File: config.mk
export PLATFORM = sky130hd
export DESIGN_NAME = core_decode_stage
export DESIGN_NICKNAME = d
export VERILOG_FILES = /design/src/rtl/core_decode_stage.sv
export SDC_FILE = /design/constraint.sdc
export NUM_CORES = 1
export LEC_CHECK = 0
export ABC_AREA = 0
export CORE_MARGIN = 2
export CORE_UTILIZATION = 47
export DETAILED_ROUTE_END_ITERATION = 10
export PLACE_DENSITY = 0.76
export SYNTH_ARGS = -nofsm -noshare
export SYNTH_HDL_FRONTEND = slang
export SYNTH_SLANG_ARGS = --single-unit
File: constraint.sdc
create_clock -name clk -period 1.9 [get_ports clk]
set_clock_uncertainty 0.05 [all_clocks]
set_input_delay 0.57 -clock clk [delete_from_list [all_inputs] [get_ports clk]]
set_output_delay 0.57 -clock clk [all_outputs]
set_load 0.02 [all_outputs]
File: src/rtl/core_decode_stage.sv
// LETC decode stage: decodes fetched instructions and hands them to execute through a
// two-entry (main + skid) buffer so f_ready comes straight from a flop at full throughput.
module core_decode_stage #(
  parameter bit FLAG_ILLEGAL = 1'b1
) (
  input  logic        clk,
  input  logic        rst_n,
  input  logic        flush,
  input  logic        f_valid,
  output logic        f_ready,
  input  logic [31:0] f_pc,
  input  logic [31:0] f_instr,
  output logic        d_valid,
  input  logic        d_ready,
  output logic [31:0] d_pc,
  output logic [4:0]  d_opcode,
  output logic [2:0]  d_format,
  output logic [1:0]  d_rd_src,
  output logic        d_rd_we,
  output logic [4:0]  d_rd_idx,
  output logic [4:0]  d_rs1_idx,
  output logic [4:0]  d_rs2_idx,
  output logic [2:0]  d_funct3,
  output logic [11:0] d_csr_idx,
  output logic [31:0] d_immediate,
  output logic        d_illegal
);

  typedef enum logic [4:0] {
    OPC_LOAD = 5'b00000, OPC_MISC_MEM = 5'b00011, OPC_OP_IMM = 5'b00100,
    OPC_AUIPC = 5'b00101, OPC_STORE = 5'b01000, OPC_OP = 5'b01100,
    OPC_LUI = 5'b01101, OPC_BRANCH = 5'b11000, OPC_JALR = 5'b11001,
    OPC_JAL = 5'b11011, OPC_SYSTEM = 5'b11100
  } opcode_e;

  typedef enum logic [2:0] {
    FMT_R = 3'd0, FMT_I = 3'd1, FMT_S = 3'd2, FMT_B = 3'd3,
    FMT_U = 3'd4, FMT_J = 3'd5, FMT_UIMM = 3'd6, FMT_UNKNOWN = 3'd7
  } instr_format_e;

  typedef enum logic [1:0] {
    RD_FROM_ALU_RESULT = 2'd0, RD_FROM_MEM_LOAD = 2'd1,
    RD_FROM_NEXT_SEQ_PC = 2'd2, RD_FROM_CSR = 2'd3
  } rd_src_e;

  typedef struct packed {
    logic [31:0] pc;
    logic [4:0]  opcode;
    logic [2:0]  format;
    logic [1:0]  rd_src;
    logic        rd_we;
    logic [4:0]  rd_idx;
    logic [4:0]  rs1_idx;
    logic [4:0]  rs2_idx;
    logic [2:0]  funct3;
    logic [11:0] csr_idx;
    logic [31:0] immediate;
    logic        illegal;
  } dec_t;

  dec_t          dec;
  instr_format_e fmt;
  rd_src_e       src;
  logic          we;
  logic          ill;
  logic [31:0]   ins;

  assign ins = f_instr;

  always_comb begin
    fmt = FMT_UNKNOWN;
    src = RD_FROM_ALU_RESULT;
    we  = 1'b0;
    ill = 1'b0;
    case (opcode_e'(ins[6:2]))
      OPC_LOAD:     begin fmt = FMT_I; src = RD_FROM_MEM_LOAD;    we = 1'b1; end
      OPC_MISC_MEM: begin fmt = FMT_I; end
      OPC_OP_IMM:   begin fmt = FMT_I; we = 1'b1; end
      OPC_AUIPC,
      OPC_LUI:      begin fmt = FMT_U; we = 1'b1; end
      OPC_STORE:    begin fmt = FMT_S; end
      OPC_OP:       begin fmt = FMT_R; we = 1'b1; end
      OPC_BRANCH:   begin fmt = FMT_B; end
      OPC_JALR:     begin fmt = FMT_I; src = RD_FROM_NEXT_SEQ_PC; we = 1'b1; end
      OPC_JAL:      begin fmt = FMT_J; src = RD_FROM_NEXT_SEQ_PC; we = 1'b1; end
      OPC_SYSTEM: begin
        if (ins[14:12] == 3'b000) begin
          fmt = FMT_I;
        end else begin
          fmt = ins[14] ? FMT_UIMM : FMT_I;
          src = RD_FROM_CSR;
          we  = 1'b1;
          ill = (ins[14:12] == 3'b100);
        end
      end
      default: ill = 1'b1;
    endcase
    // Non-32-bit encodings (compressed space) are not supported at all.
    if (ins[1:0] != 2'b11) begin
      fmt = FMT_UNKNOWN;
      src = RD_FROM_ALU_RESULT;
      we  = 1'b0;
      ill = 1'b1;
    end
    if (ins[11:7] == 5'd0) we = 1'b0;
    if (!FLAG_ILLEGAL) ill = 1'b0;

    dec           = '0;
    dec.pc        = f_pc;
    dec.opcode    = ins[6:2];
    dec.format    = fmt;
    dec.rd_src    = src;
    dec.rd_we     = we;
    dec.rd_idx    = ins[11:7];
    dec.rs1_idx   = ins[19:15];
    dec.rs2_idx   = ins[24:20];
    dec.funct3    = ins[14:12];
    dec.csr_idx   = ins[31:20];
    dec.illegal   = ill;
    case (fmt)
      FMT_I:    dec.immediate = {{20{ins[31]}}, ins[31:20]};
      FMT_S:    dec.immediate = {{20{ins[31]}}, ins[31:25], ins[11:7]};
      FMT_B:    dec.immediate = {{19{ins[31]}}, ins[31], ins[7], ins[30:25], ins[11:8], 1'b0};
      FMT_U:    dec.immediate = {ins[31:12], 12'b0};
      FMT_J:    dec.immediate = {{11{ins[31]}}, ins[31], ins[19:12], ins[20], ins[30:21], 1'b0};
      FMT_UIMM: dec.immediate = {27'b0, ins[19:15]};
      default:  dec.immediate = 32'd0;
    endcase
  end

  dec_t main_q, main_d, skid_q, skid_d;
  logic main_valid_q, main_valid_d, skid_valid_q, skid_valid_d;
  logic in_fire, out_fire;

  assign f_ready  = !skid_valid_q;
  assign in_fire  = f_valid && f_ready;
  assign out_fire = main_valid_q && d_ready;

  always_comb begin
    main_d       = main_q;
    skid_d       = skid_q;
    main_valid_d = main_valid_q;
    skid_valid_d = skid_valid_q;
    if (flush) begin
      main_valid_d = 1'b0;
      skid_valid_d = 1'b0;
    end else if (skid_valid_q && out_fire) begin
      main_d       = skid_q;
      skid_valid_d = 1'b0;
    end else if (in_fire && (!main_valid_q || out_fire)) begin
      main_d       = dec;
      main_valid_d = 1'b1;
    end else if (in_fire) begin
      skid_d       = dec;
      skid_valid_d = 1'b1;
    end else if (out_fire) begin
      main_valid_d = 1'b0;
    end
  end

  always_ff @(posedge clk or negedge rst_n) begin
    if (!rst_n) begin
      main_q       <= '0;
      skid_q       <= '0;
      main_valid_q <= 1'b0;
      skid_valid_q <= 1'b0;
    end else begin
      main_q       <= main_d;
      skid_q       <= skid_d;
      main_valid_q <= main_valid_d;
      skid_valid_q <= skid_valid_d;
    end
  end

  assign d_valid     = main_valid_q;
  assign d_pc        = main_q.pc;
  assign d_opcode    = main_q.opcode;
  assign d_format    = main_q.format;
  assign d_rd_src    = main_q.rd_src;
  assign d_rd_we     = main_q.rd_we;
  assign d_rd_idx    = main_q.rd_idx;
  assign d_rs1_idx   = main_q.rs1_idx;
  assign d_rs2_idx   = main_q.rs2_idx;
  assign d_funct3    = main_q.funct3;
  assign d_csr_idx   = main_q.csr_idx;
  assign d_immediate = main_q.immediate;
  assign d_illegal   = main_q.illegal;

endmodule
==> impl_metrics.yaml, run 1 <==
floorplan:
  fp-row-count: 51
  die_h_um: 144
  core-area_um2: 19300
  initial_core_util_pct: 47.5
  design.portCount: 177
  width_of_the_die_um: 144
  dieArea_um2: 20600
timing:
  rsz0062_at_grt: "true"
  finalSetupViolations: 1
  layout_setup_ws_ns: -0.0187
  worst_hold_slack_ns: 0.423
  clock.fmax_mhz: 521
  post-route-period-util_pct: 101
  slew_viol_final: 0
  slew_headroom_pct: 71.5
  layout_min_cycle_time_ns: 1.92
  worst_pin_slew_ns: 0.427
  hold_violations: 0
setup_path:
  cpPeakStageDelay_ns: 0.41
  crit_arrival_ns: 2.26
  cp_cell_sequence: "nand2b_4 > a211o_4 > nor2_1 > nand4_1 > o221ai_1"
  start_kind: "register"
  setup.worst_path.class: "reg -> reg"
  timing.critical_path.to_type: "register"
  critPathRequiredTime_ns: 2.25
  critical_path.max_fanout: 4
  critical_path.slowest_cell: "sky130_fd_sc_hd__dfrtp_1"
synth:
  asyncSetResetFlopFracSynth_pct: 100
  synth-seq-cells: 204
  synth-edff-count: 0
  yosys-top-cells-area: "sky130_fd_sc_hd__dfrtp_1 56%, sky130_fd_sc_hd__nand2_1 14%, sky130_fd_sc_hd__a31oi_1 6.5%"
  synth_ff_type: "sky130_fd_sc_hd__dfrtp_1"
  yosys-top-cells-count: "345 x sky130_fd_sc_hd__nand2_1, 204 x sky130_fd_sc_hd__dfrtp_1, 95 x sky130_fd_sc_hd__a31oi_1"
  synth-warning-count: 0
  post-synth-top-area-fraction_pct: 55.8
  post_synth_num_cell_types: 56
  synthCells: 1022
  synth_top_area_cell: "sky130_fd_sc_hd__dfrtp_1"
  syn-num-nets: 1091
  synth.avg_cell_area_um2: 8.96
  synth_sequential_area_ratio_pct: 55.8
  mappedNetlistArea_um2: 9150
  synth.most_common_cell: "sky130_fd_sc_hd__nand2_1"
cts:
  cts-root-buf: "sky130_fd_sc_hd__clkbuf_16"
  clkLatencyLatePin_ns: 0.50
  ctsHtreeMaxLevel: 1
  tritoncts: "built"
  clk_path_buf_depth: 3
  tritoncts.num_buffers: 22
  clkSlewWorstSetupHoldPaths_ns: 0.06
  cts_num_sinks: 204
power_and_ir_drop:
  cellInternalPower_uw: 8910
  seqPwrFrac_pct: 44.7
  power_switching_share_pct: 29.9
  clock_power_share_pct: 32.9
  comb_power_share_pct: 22.4
  power_leakage_uw: 0.00608
  vdd_ir_drop_max_uv: 750
  power_per_standard_cell_area_nw_per_um2: 991
  finalPower_uw: 12700
  switchingPower_uw: 3800
outcome:
  run_status: "finished, violations left"
  failed_checks: "setup timing"
cells_and_area:
  layoutNonFillerInstCount: 1549
  number_of_nets_at_the_end_of_the_flow: 1340
  area.growth.synth_to_final_pct: 40.1
  final_layout_size_suffix_gt1_share_pct: 15.8
  antenna_cells_inserted: 0
global_route:
  global_route.usage.total_pct: 25.2
  grt_start_max_net_pins: 45
  grt_antenna_before_repair: 0
  global_route_congestion_overflow_total: 0
  first_global_vias: 7992
  grt_pass1_wl_um: 41700
drt:
  route.vias.total: 8489
  detail_route.vias_per_cell: 5.48
  drtPass1Iterations: 5
  drt_iter0_markers: 768
  drc: 0
  detail_route.wl_per_cell_um: 17.2
  wirelength_um: 26600
  drt.antenna.violating_nets: 0
placed_design:
  place.port_buffers: 176
  finalWeightedCongestion: 0.898
  detailed_place_hpwl_um: 18000
  dpl.cell_count: 1497
job:
  max_cap_viol_count: 0
min_path:
  min_path_type: "reg -> reg"
[placed cells by master (no fill, tap or decap), types with 5 or more instances in the layout]
| cell type | instances |
|---|---|
| sky130_fd_sc_hd__a21oi_1 | 16 |
| sky130_fd_sc_hd__nor3_4 | 6 |
| sky130_fd_sc_hd__o21ai_0 | 31 |
| sky130_fd_sc_hd__and3_1 | 20 |
| sky130_fd_sc_hd__inv_1 | 7 |
| sky130_fd_sc_hd__o21ai_1 | 7 |
| sky130_fd_sc_hd__a221o_1 | 6 |
| sky130_fd_sc_hd__o31a_1 | 9 |
| sky130_fd_sc_hd__clkdlybuf4s50_1 | 58 |
| sky130_fd_sc_hd__dfrtp_1 | 204 |
| sky130_fd_sc_hd__buf_6 | 9 |
| sky130_fd_sc_hd__or3_1 | 12 |
| sky130_fd_sc_hd__buf_12 | 15 |
| sky130_fd_sc_hd__a31oi_1 | 95 |
| sky130_fd_sc_hd__buf_4 | 98 |
| sky130_fd_sc_hd__a22o_1 | 7 |
| sky130_fd_sc_hd__clkbuf_16 | 23 |
| sky130_fd_sc_hd__o22a_1 | 8 |
| sky130_fd_sc_hd__dlygate4sd2_1 | 109 |
| sky130_fd_sc_hd__a21o_1 | 8 |
| sky130_fd_sc_hd__nor2_1 | 90 |
| sky130_fd_sc_hd__nand2_1 | 343 |
| sky130_fd_sc_hd__o22ai_1 | 5 |
| sky130_fd_sc_hd__clkbuf_2 | 5 |
[logic make-up (layout without fill, tap and decap cells)]
family	Yosys count	count (layout)	synth area share, %
simple gates	512	513	23.8
compound gates	217	217	15.9
mux	2	2	0.246
xor+xnor	1	1	0.0957
buf+inv	86	347	4.17
flops	204	204	55.8
[power by group through the flow]
stage / sequential [uW] / clock (uW) / combinational, uW
detailed placement: 5760 / 0 / 3030
global placement: 5730 / 0 / 2960
CTS: 5680 / 4210 / 2820
global route: 5780 / 4410 / 3100
finish: 5680 / 4180 / 2840
floorplan: 6120 / 0 / 1110
[per-stage QoR]
stage	setup TNS, ns	worst slack, ns	util [%]	cell area, um^2
2_1_floorplan	-4.11	-0.116	-	9220
3_3_place_gp	-98.51	-0.700	62.2	12000
3_5_place_dp	-101.53	-0.738	62.2	12000
4_1_cts	-0.0237	-0.0237	65.9	12700
5_1_grt	-0.163	-0.128	66.6	12800
6_report	-0.0187	-0.0187	66.6	12800
[critical path, delay by kind of cell, from the launching register on]
kind,cells,cell delay (ns)
AO/OA/AOI/OAI,2,0.69
flip-flops,1,0.41
AND/OR/NAND/NOR,3,0.67
[path summary, 6_finish.rpt]
kind | startpoint | endpoint | slack (ns) | depth (start not counted)
hold reg to reg | skid_q[72]$_DFFE_PN0P_ | skid_q[72]$_DFFE_PN0P_ | 0.42 | 2
max in group asynchronous | rst_n | skid_q[38]$_DFFE_PN0P_ | 0.68 | 3
hold / removal | skid_q[72]$_DFFE_PN0P_ | skid_q[72]$_DFFE_PN0P_ | 0.42 | 2
setup reg to reg | skid_valid_q$_DFFE_PN0P_ | d_immediate[3]$_DFFE_PN0P_ | -0.02 | 5
setup / recovery | skid_valid_q$_DFFE_PN0P_ | d_immediate[3]$_DFFE_PN0P_ | -0.02 | 5
min in group asynchronous | rst_n | d_pc[9]$_DFFE_PN0P_ | 0.54 | 2
[routing by layer]
layer / vias to the layer above / routed length (um) / share of wire, % / GRT usage, %
li1: 3993 / - / - / -
met1: 4075 / 11200 / 42 / 35.1
met2: 371 / 12800 / 48 / 41.3
met3: 50 / 1870 / 7.0 / 3.60
met4: 0 / 659 / 2.5 / 7.74
met5: - / 0 / 0 / 0
[area by class of cell]
| class | count | area, um^2 |
|---|---|---|
| fill | 1503 | 6440 |
| clock buffer | 30 | 632 |
| inverter | 7 | 26.3 |
| sequential | 204 | 5100 |
| tap | 265 | 332 |
| clock inverter | 7 | 71.3 |
| multi-input combinational | 733 | 3840 |
| timing repair buffer | 303 | 2820 |
[flip-flops by register name, summed over array words and instances, names as in the netlist, 2 cells and up]
name	count
d_rd_src	2
d_format	3
d_pc	32
d_rs2_idx	4
d_csr_idx	8
d_rs1_idx	5
d_opcode	5
skid_q	101
d_rd_idx	5
d_funct3	3
d_immediate	32
[timing repair]
action	in CTS	in global routing
resized for setup	131	32
setup endpoints to repair	179	65
setup buffers	7	6
pin swaps	9	9
hold endpoints to repair	34	0
cloned	2	2
hold buffers	1	0
Power figures use the tool's default switching activity.
==> run 2, diff against run 1 <==
--- a/config.mk
+++ b/config.mk
@@ -11,4 +11,5 @@
 export DETAILED_ROUTE_END_ITERATION = 10
 export PLACE_DENSITY = 0.76
+export REMOVE_ABC_BUFFERS = 1
 export SYNTH_ARGS = -nofsm -noshare
 export SYNTH_HDL_FRONTEND = slang
==> constraint.sdc (replaced) <==
create_clock -name clk -period 1.9 [get_ports clk]
set_clock_uncertainty 0.05 [all_clocks]
set_input_delay 0.475 -clock clk [delete_from_list [all_inputs] [get_ports clk]]
set_output_delay 0.475 -clock clk [all_outputs]
set_load 0.02 [all_outputs]
==> run 2 against run 1 <==
The flow now finishes without violations. Critical endpoint is now d_immediate[8]$_DFFE_PN0P_. Sequential share of layout area increased by 0.13 points. Core utilization decreased by 0.21 points. Via count decreased by 0.26%. Critical path depth grew 3. Critical path type is now in -> reg. Hold slack worse by 0.078 ns.
==> impl_metrics.yaml, run 2 (synthesized netlist as in run 1, its figures left out) <==
outcome:
  run_status: "finished, final reports clean"
setup_path:
  r2r_setup_slack_ns: 0.07
  regToRegEndpoint: "d_immediate[21]$_DFFE_PN0P_"
  setup.worst_path.class: "in -> reg"
  critPathRequiredTime_ns: 2.22
  r2r.worst_path.cells: 6
  cp_common_cell: "sky130_fd_sc_hd__buf_4"
  start_kind: "primary input"
  cpPeakStageDelay_ns: 0.47
  timing.critical_path.to_type: "register"
  cp_cell_sequence: "clkdlybuf4s50_1 > nor2b_1 > a211oi_4 > buf_4 > nand2_2 > nor3_4 > buf_4 > a221o_1"
  reg2reg_from: "skid_valid_q$_DFFE_PN0P_"
  crit_arrival_ns: 2.20
  critical_path.slowest_cell: "sky130_fd_sc_hd__clkdlybuf4s50_1"
  critical_path.max_fanout: 4
drt:
  detail_route.wl_per_cell_um: 17.0
  wirelength_um: 26400
  drt_iter0_markers: 616
  drtPass1Iterations: 5
  drc: 0
  detail_route.vias_per_cell: 5.46
  route.vias.total: 8467
  drt.antenna.violating_nets: 0
timing:
  post-route-period-util_pct: 98.8
  finalSetupViolations: 0
  hold_violations: 0
  clock.fmax_mhz: 533
  slew_headroom_pct: 66.9
  layout_min_cycle_time_ns: 1.88
  slew_viol_final: 0
  rsz0062_at_grt: "true"
  worst_pin_slew_ns: 0.496
  worst_hold_slack_ns: 0.346
  layout_setup_ws_ns: 0.0228
placed_design:
  dpl.cell_count: 1502
  dp_slack_ns: -0.799
  detailed_place_hpwl_um: 18100
  place.port_buffers: 176
  finalWeightedCongestion: 0.915
cells_and_area:
  number_of_nets_at_the_end_of_the_flow: 1340
  largest_register_ffs: 101
  layoutNonFillerInstCount: 1550
  area.growth.synth_to_final_pct: 39.7
  registers.top_by_ff_count: "skid_q"
  multi_input_area_um2: 3770
  most_common_cell_after_layout_fill_and_taps_aside: "sky130_fd_sc_hd__nand2_1"
  antenna_cells_inserted: 0
  sequential_cell_area_um2: 5100
  final.fill_count: 1551
  final_cell_mix: "344 x sky130_fd_sc_hd__nand2_1, 204 x sky130_fd_sc_hd__dfrtp_1, 109 x sky130_fd_sc_hd__dlygate4sd2_1"
  final_layout_size_suffix_gt1_share_pct: 15.1
min_path:
  whs_endpoint: "skid_q[73]$_DFFE_PN0P_"
  min_path_cells: 4
  min_path_type: "in -> reg"
  hold_path_startpoint: "f_instr[6]"
floorplan:
  die_h_um: 144
  design.portCount: 177
  width_of_the_die_um: 144
  fp-row-count: 51
  initial_core_util_pct: 47.5
  core-area_um2: 19300
  dieArea_um2: 20600
power_and_ir_drop:
  power_per_standard_cell_area_nw_per_um2: 1010
  power_leakage_uw: 0.00607
  vdd_ir_drop_max_uv: 619
global_route:
  global_route.usage.total_pct: 25.6
  grt_antenna_before_repair: 0
  grt_start_max_net_pins: 55
  first_global_vias: 8040
  grt_pass1_wl_um: 41900
  global_route_congestion_overflow_total: 0
cts:
  clk_path_buf_depth: 3
  cts-root-buf: "sky130_fd_sc_hd__clkbuf_16"
  clkLatencyLatePin_ns: 0.50
  ctsHtreeMaxLevel: 1
  cts_num_sinks: 204
  tritoncts: "built"
  tritoncts.num_buffers: 22
  clkSlewWorstSetupHoldPaths_ns: 0.06
job:
  max_cap_viol_count: 0
-- run 2: area by class of cell --
| type | instances | area share [%] |
|---|---|---|
| Tap cell | 265 | 2.59 |
| Sequential cell | 204 | 39.9 |
| Timing Repair Buffer | 304 | 22.0 |
| Multi-Input combinational cell | 732 | 29.5 |
| Clock inverter | 9 | 0.969 |
| Clock buffer | 29 | 4.83 |
| Inverter | 7 | 0.205 |
-- run 2: power breakdown --
group | internal [uW] | switching, uW | total, uW
clock network | 2690 | 1690 | 4380
registers | 5220 | 493 | 5710
logic | 1220 | 1570 | 2780
total | 9130 | 3750 | 12900
-- run 2: worst max path at each step --
stage                                        start                           to  slack, ns  cells past startpoint
after floorplan           skid_valid_q$_DFFE_PN0P_  d_immediate[10]$_DFFE_PN0P_      -5.48                      5
after global placement                  f_instr[2]       skid_q[11]$_DFFE_PN0P_      -0.71                      8
after detailed placement                f_instr[2]       skid_q[10]$_DFFE_PN0P_      -0.80                      8
after CTS                 skid_valid_q$_DFFE_PN0P_  d_immediate[28]$_DFFE_PN0P_       0.02                      6
after global routing      skid_valid_q$_DFFE_PN0P_        skid_q[2]$_DFFE_PN0P_     -0.009                      6
final                                      d_ready   d_immediate[8]$_DFFE_PN0P_       0.02                      8
-- run 2: timing repair --
item,4_1_cts,5_1_grt
buffers inserted,7,2
hold buffers,1,0
hold endpoints to repair,48,0
pin swaps,6,5
setup endpoints to repair,195,61
gates resized for setup,126,15
-- run 2: per-layer routing --
layer  global-route usage (%)  vias to the layer above  routed length, um
li1                         -                     3997                  -
met1                     35.4                     4094              11300
met2                     42.4                      331              12700
met3                     3.50                       45               1740
met4                     7.33                        0                635
met5                        0                        -                  0
-- run 2: through the flow --
stage / power, uW / cell area [um^2] / utilization (%) / setup TNS, ns
final: 12900 / 12800 / 66.3 / 0
after global routing: 13500 / 12800 / 66.3 / -0.0281
after CTS: 13000 / 12800 / 66.2 / 0
after detailed placement: 8810 / 12000 / 62.5 / -94.92
after global placement: 8700 / 12000 / 62.5 / -86.95
after floorplan: 7160 / 8800 / - / -588.06
-- run 2: critical path: cells and delay by family --
kind                   cells  cell delay [ns]
and+or+nand+nor            3             0.56
AOI/OAI and AO/OA          2             0.38
buffers and inverters      3             0.78
